==> config.mk <==
export PLATFORM = sky130hd
export DESIGN_NAME = rr_sel_arbiter_4
export DESIGN_NICKNAME = d
export VERILOG_FILES = /design/src/rtl/rr_sel_arbiter_4.sv
export SDC_FILE = /design/constraint.sdc
export NUM_CORES = 1
export LEC_CHECK = 0
export CORE_AREA = 5 5 56 58
export CTS_BUF_LIST = sky130_fd_sc_hd__clkbuf_16
export CTS_CLUSTER_SIZE = 16
export DETAILED_ROUTE_END_ITERATION = 8
export DIE_AREA = 0 0 61 63
export SLEW_MARGIN = 30
export SYNTH_ARGS = -nofsm -noshare
export SYNTH_HDL_FRONTEND = slang
export SYNTH_SLANG_ARGS = --single-unit
==> constraint.sdc <==
create_clock -name clk_in -period 1.7 [get_ports clk_in]
set_clock_uncertainty 0.1 [all_clocks]
set_input_delay 0.17 -clock clk_in [delete_from_list [all_inputs] [get_ports clk_in]]
set_output_delay 0.17 -clock clk_in [all_outputs]
set_load 0.01 [all_outputs]
==> src/rtl/rr_sel_arbiter_4.sv <==
// Round-robin select generator for a 4:1 mux: registered binary select plus one-hot grant,
// with release on done, request drop, or a max-hold timeout.
module rr_sel_arbiter_4 #(
  parameter int MAX_HOLD = 8,
  parameter int CNT_W    = 4
) (
  input  logic       clk_in,
  input  logic       rst_in,
  input  logic [3:0] req_in,
  input  logic       done_in,
  output logic [1:0] sel_out,
  output logic [3:0] gnt_out,
  output logic       valid_out,
  output logic       dbg_state
);

  // Handshake: a requester holds req_in[i] high until it sees gnt_out[i]; it keeps the grant
  // while req_in[i] stays high and done_in stays low. Releasing (done_in or dropping req_in[i])
  // takes effect on the next rising edge, where the next owner is selected without a bubble.

  typedef enum logic {IDLE = 1'b0, GRANT = 1'b1} state_t;

  localparam logic [CNT_W-1:0] HOLD_LAST = CNT_W'(MAX_HOLD - 1);

  state_t           state, state_n;
  logic [1:0]       ptr, ptr_n;
  logic [1:0]       sel_n;
  logic [3:0]       gnt_n;
  logic             valid_n;
  logic [CNT_W-1:0] cnt, cnt_n;
  logic [1:0]       search_base;
  logic [1:0]       cand;
  logic [1:0]       win_idx;
  logic             win_any;
  logic             release_now;

  // On release the outgoing owner becomes the new pointer, so search from it directly.
  assign search_base = (state == GRANT) ? sel_out : ptr;
  assign release_now = done_in | ~req_in[sel_out] | (cnt == HOLD_LAST);
  assign dbg_state   = (state == GRANT);

  // Scan from the farthest offset down so the closest requester after the base wins.
  always_comb begin
    win_any = 1'b0;
    win_idx = search_base;
    cand    = '0;
    for (int k = 4; k >= 1; k--) begin
      cand = search_base + 2'(k);
      if (req_in[cand]) begin
        win_any = 1'b1;
        win_idx = cand;
      end
    end
  end

  always_comb begin
    state_n = state;
    ptr_n   = ptr;
    sel_n   = sel_out;
    gnt_n   = gnt_out;
    valid_n = valid_out;
    cnt_n   = cnt;
    case (state)
      IDLE: begin
        if (win_any) begin
          state_n = GRANT;
          sel_n   = win_idx;
          gnt_n   = 4'b0001 << win_idx;
          valid_n = 1'b1;
          cnt_n   = '0;
        end
      end
      GRANT: begin
        if (!release_now) begin
          cnt_n = cnt + CNT_W'(1);
        end else begin
          ptr_n = sel_out;
          cnt_n = '0;
          if (win_any) begin
            sel_n = win_idx;
            gnt_n = 4'b0001 << win_idx;
          end else begin
            state_n = IDLE;
            gnt_n   = 4'b0000;
            valid_n = 1'b0;
          end
        end
      end
      default: state_n = IDLE;
    endcase
  end

  always_ff @(posedge clk_in) begin
    if (rst_in) begin
      state     <= IDLE;
      ptr       <= 2'd3;
      sel_out   <= 2'd0;
      gnt_out   <= 4'b0000;
      valid_out <= 1'b0;
      cnt       <= '0;
    end else begin
      state     <= state_n;
      ptr       <= ptr_n;
      sel_out   <= sel_n;
      gnt_out   <= gnt_n;
      valid_out <= valid_n;
      cnt       <= cnt_n;
    end
  end

endmodule
# ---- After elaboration in Yosys (flattened, before gate mapping)
# Index checks and enable logic that the tools add are counted.
dict set report totals {
  reg_bits 14
  inputBits 7
  output_inout_bits 8
  word_cells 62
}
dict set report op_classes {
  add_sub_neg 4
  order_cmp 5
  eq_ne 4
  shift 1
  n_mux 35
  bitwise_logic 4
  reduce_logical 3
}
# cell count
set ops {}
lappend ops {{4-bit 2-to-1 mux} 5}
lappend ops {{4-bit one-hot mux with 2 select lines} 2}
lappend ops {{2-bit by 3-bit < comparator with 1-bit output, second input constant} 5}
lappend ops {{1-bit 2-to-1 mux} 14}
lappend ops {{2-bit 2-to-1 mux} 6}
lappend ops {{1-bit binary-select mux with 2-bit select} 5}
lappend ops {{2-bit adder, second input constant} 2}
lappend ops {{4-bit by 1-bit adder with 4-bit output, second input constant} 1}
lappend ops {{4-bit by 3-bit == test with 1-bit output, second input constant} 1}
lappend ops {{2-bit != test, second input constant} 2}
lappend ops {{1-bit one-hot mux with 2 select lines} 2}
lappend ops {{2-bit one-hot mux with 2 select lines} 1}
lappend ops {{2-bit AND reduction} 2}
lappend ops {{1-bit by 2-bit left shift with 4-bit output, first input constant} 1}
lappend ops {{3-bit AND reduction} 1}
lappend ops {{2-bit by 1-bit adder with 2-bit output, second input constant} 1}
lappend ops {{2-bit by 1-bit != test with 1-bit output, second input constant} 1}
lappend ops {{1-bit NOT} 2}
lappend ops {{1-bit OR} 2}

# ---- Longest topological paths before layout
dict set report depth {
  word_depth 11
  mapped_depth 6
}

# ---- Worst setup path before layout
# OpenSTA, ideal clock, no wires.
dict set report synth_timing {
  path_type {reg2reg}
  start {register state (netlist: dbg_state)}
  end {register gnt_out[3]}
  arrival_time_ns 1.663
  required_ns 1.483
  slack_ns -0.180
  path_stages_with_launch 7
  path_buffers 1
  synth_period_minus_slack_ns 1.880
  path_cell_list {dfxtp_1 -> buf_6 -> mux2i_2 -> mux2_4 -> a211oi_2 -> nor2_1 -> a32o_1}
}
dict set report synth_via {
  elab_chain_cells 11
}
# element line_no
set synth_lines {}
lappend synth_lines {{from (decl)} 25} ;# state_t state, state_n;
lappend synth_lines {{from (signal assigned)} 102} ;# state <= state_n;
lappend synth_lines {{2-bit 2-to-1 mux} 38} ;# assign search_base = (state == GRANT) ? sel_out : ptr;
lappend synth_lines {{2-bit adder} 48} ;# cand = search_base + 2'(k);
lappend synth_lines {{1-bit binary-select mux with 2-bit select} 49} ;# if (req_in[cand]) begin
lappend synth_lines {{1-bit 2-to-1 mux (implied by the code)} 49}
lappend synth_lines {{2-bit 2-to-1 mux (3 in a row)} 49}
lappend synth_lines {{1-bit by 2-bit left shift with 4-bit output} {68, 81}}
lappend synth_lines {{4-bit 2-to-1 mux} 79} ;# if (win_any) begin
lappend synth_lines {{4-bit 2-to-1 mux} 74} ;# if (!release_now) begin
lappend synth_lines {{4-bit one-hot mux with 2 select lines} 63} ;# case (state)
lappend synth_lines {{to (signal assigned)} 105} ;# gnt_out <= gnt_n;
lappend synth_lines {{to (decl)} 12} ;# output logic [3:0] gnt_out,
# Several ways; a longest one is shown, not always the timed one. The select of a mux whose other input is x is not followed.
# A chain may end at the register's enable or synchronous reset.

# ---- Worst setup path in the final report
# Ends and elaborated chain as after synthesis.

==> results_tabular.tex <==
\begin{tabular}{lr}
\hline
Metric & Value \\
\hline
\multicolumn{2}{l}{\textbf{Clocking}} \\
Number of hold buffers added after cts & 0 \\
Buffer depth of the longest clock path & 2 \\
Latest clock arrival within the worst-skew pair & $\sim$0.24 ns \\
Reg clk slew, reported paths & approximately 0.05 ns \\
CTS HTree Levels & 1 \\
Clock root buffer master & sky130\_fd\_sc\_hd\_\_clkbuf\_16 \\
CTS Sinks & 14 \\
Number of buffers created by CTS & 3 \\
TritonCTS clock tree & built \\
\multicolumn{2}{l}{\textbf{Logic synthesis}} \\
Main synth FF type & sky130\_fd\_sc\_hd\_\_dfxtp\_1 \\
Mapped cell area & between 700 and 800 um\^{}2 \\
Cell variety after synth & 34 \\
Dominant combinational cell family by area after synthesis & compound AO/OA/AOI/OAI gates \\
Synthesized-area fraction occupied by xor and xnor cells & 3.547\% \\
Most area-hungry cell type in the Yosys netlist & sky130\_fd\_sc\_hd\_\_dfxtp\_1 \\
Synthesized Nets & 85 \\
Ys async rst share & 0\% \\
FF+latch count, synth & 14 \\
Proportion of synthesized chip area in sequential cells & a little under two fifths \\
Area fraction of the dominant cell type after synthesis & 37.84\% \\
Synthesized-area fraction occupied by adder cells & about 3.4\% \\
Synth Area in Compound Gates & roughly 22\% \\
Avg Inst Size Synth & 9.746 um\^{}2 \\
Area fraction in and, or, nand and nor cells after synthesis & 20.10\% \\
Dominant cells by area after synthesis & sky130\_fd\_sc\_hd\_\_dfxtp\_1, sky130\_fd\_sc\_hd\_\_mux2i\_1, sky130\_fd\_sc\_hd\_\_nor2\_1 \\
Gate count after technology mapping & 76 \\
Yosys Warn Count & 0 \\
Post-synth EDFFs & 0 \\
Portion of netlist area occupied by mux cells & a little under a tenth \\
\multicolumn{2}{l}{\textbf{Timing}} \\
Max Transition Viols Final & 0 \\
RSZ-0062 raised after global routing & true \\
Maximum achievable frequency & between 500 and 600 MHz \\
Final setup fails & 5 \\
Minimum clock period after layout & between 1.5 and 2 ns \\
Share of the clock period used by the worst path & 104.5\% \\
Total negative slack for setup checks & -0.1857 ns \\
Worst slew slack as a fraction of its limit & approximately 77\% \\
PnR worst setup slack & -0.07664 ns \\
Worst slew pin tran & between 0.3 and 0.4 ns \\
Hold violation total from the final report & 0 \\
\multicolumn{2}{l}{\textbf{Layout}} \\
Layout Cell Area excl Fill & approximately 1200 um\^{}2 \\
Multi-input logic area & between 400 and 500 um\^{}2 \\
Layout Area Growth over Synthesis & 61.66\% \\
Layout cell share with drive strength beyond 1 & 37.84\% \\
Most common library cell in the layout ignoring fill and taps & sky130\_fd\_sc\_hd\_\_buf\_4 \\
FILL cells & approximately 260 \\
Count of antenna diodes in the layout & 0 \\
Sequential standard cell area & between 200 and 300 um\^{}2 \\
Final core area utilization & between 40 and 50\% \\
Net total in the final layout & 122 \\
Most used cells in the layout excluding fill and tap cells & sky130\_fd\_sc\_hd\_\_buf\_4, sky130\_fd\_sc\_hd\_\_clkdlybuf4s50\_1, sky130\_fd\_sc\_hd\_\_nor2\_1, sky130\_fd\_sc\_hd\_\_dfxtp\_1 \\
\multicolumn{2}{l}{\textbf{Place}} \\
Placer congestion estimate & $\sim$0.76 \\
Port Buf Inserts & 14 \\
Post-detail-place hpwl & roughly 1500 um \\
Placed instance area & roughly 1000 um\^{}2 \\
\multicolumn{2}{l}{\textbf{Setup path}} \\
CP required & roughly 1.7 ns \\
Critical register-to-register path endpoint & gnt\_out[3] \\
Peak fanout along the critical path & 5 \\
Worst reg2reg path startpoint & dbg\_state \\
Type of the worst setup path & reg -> reg \\
Worst EP arrival & 1.80 ns \\
Crit start category & flop \\
Setup slack, reg-to-reg & -0.08 ns \\
Number of cell instances on the worst register-to-register path & 6 \\
Setup crit end kind & flop \\
\multicolumn{2}{l}{\textbf{Run status}} \\
Status & finished, violations left \\
Violated checks & negative setup slack \\
\multicolumn{2}{l}{\textbf{Worst hold path}} \\
Start point of the worst min-delay path & ptr[0] \\
Worst hold path type & reg -> reg \\
Worst hold path depth & 2 \\
Hold worst-path end & ptr[0] \\
\multicolumn{2}{l}{\textbf{Routing}} \\
Vias & 716 \\
DR iter-0 viols & 8 \\
Total Routed Length & about 1900 um \\
Via density per instance & between 5 and 6 \\
Average routed wire per standard cell & 13.65 um \\
Final ANT Viol Nets & 0 \\
Number of detailed-route iterations in the first pass & 4 \\
Count of unresolved DRC violations after routing & 0 \\
\multicolumn{2}{l}{\textbf{Floorplanning}} \\
Core region area & $\sim$2600 um\^{}2 \\
Floorplan row count & 19 \\
DIE AREA & a little under 4000 um\^{}2 \\
Die X & 61 um \\
Die boundary height & roughly 63 um \\
Count of pins on the block boundary & 15 \\
Starting density of the core & between 20\% and 30\% \\
\multicolumn{2}{l}{\textbf{Global route}} \\
First-pass GRT wire length & roughly 3300 um \\
Antenna violations before repair & 0 \\
Leftover overflow at the end of global routing & 0 \\
Gr usage total & around 11\% \\
Pin count of the biggest net entering global routing & 9 \\
Number of global-route vias before repair & 750 \\
\multicolumn{2}{l}{\textbf{Power}} \\
Maximum ir drop on the vdd rail & between 500 and 600 uV \\
PwrDens & roughly 1000 nW/um\^{}2 \\
Cell leakage power & about 0.00052 uW \\
\multicolumn{2}{l}{\textbf{Run}} \\
Max Cap Violations & 0 \\
\hline
\end{tabular}
-- through the flow --
step	std cells	total power (uW)	setup slack, ns	hold slack [ns]
after global placement	137	705.6	-0.2596	0.3711
after global routing	142	1244	-0.1294	0.4251
after detailed placement	137	710.1	-0.2845	0.3779
final	142	1174	-0.07664	0.3952
after floorplan	76	555.2	-0.04270	0.1350
after CTS	140	1153	-0.03465	0.4042
-- Yosys cell counts (all sizes together) (2+ instances only) --
cell type / count
a21oi: 2
o21ai: 2
nor2b: 6
mux2i: 5
ha: 2
a211oi: 4
a32o: 4
and2: 2
dfxtp: 14
nor2: 10
inv: 5
nand2: 2
nand3: 2
xor2: 2
-- timing repair --
action	in CTS	in global routing
pin swaps	3	4
endpoints found under the setup margin	10	12
gates resized for setup	5	14
buffers inserted	0	2
-- state kept, by name (all words and copies together) (netlist names) --
signal and count:
valid_out 1, gnt_out 4, ptr 2, cnt 4, dbg_state 1, sel_out 2
-- cell type report --
type / instances / area share [%]
clock buffer: 3 / 6.270
multi-input combinational: 56 / 40.96
inverter: 5 / 1.567
tap: 31 / 3.239
sequential: 14 / 24.14
timing repair buffer: 33 / 23.82
-- how the worst max path moves through the flow --
stage                          start    endpoint  slack (ns)
after CTS                  dbg_state  gnt_out[3]       -0.03
after global routing      sel_out[1]  gnt_out[3]       -0.13
after floorplan            dbg_state  gnt_out[1]       -0.04
after detailed placement   req_in[2]  gnt_out[3]       -0.28
final                      dbg_state  gnt_out[3]       -0.08
after global placement     req_in[1]      cnt[3]       -0.26
-- report_power, final --
part	total, uW	switching, uW	internal (uW)
Clock	437	129	307
Combinational	347	152	195
Sequential	391	29.1	362
Total	1170	311	864
-- per-layer routing --
layer	GRT usage, %	routed length (um)
met5	0	0
met4	4.065	14
met3	4.545	68
met2	17.91	1025
met1	12.80	830
-- cell families after synthesis --
group / Yosys count
flops: 14
mux: 6
fa+ha+maj: 2
buf+inv: 6
xor+xnor: 3
simple gates: 27
compound gates: 18
-- worst max-delay path, stage by stage, from the launching register on --
cell	delay, ns
sky130_fd_sc_hd__dfxtp_4	0.37
sky130_fd_sc_hd__mux2i_4	0.19
sky130_fd_sc_hd__buf_4	0.16
sky130_fd_sc_hd__a211oi_1	0.33
sky130_fd_sc_hd__a21oi_2	0.10
sky130_fd_sc_hd__buf_4	0.16
sky130_fd_sc_hd__a32o_1	0.25
(Power assumes the default switching activity.)
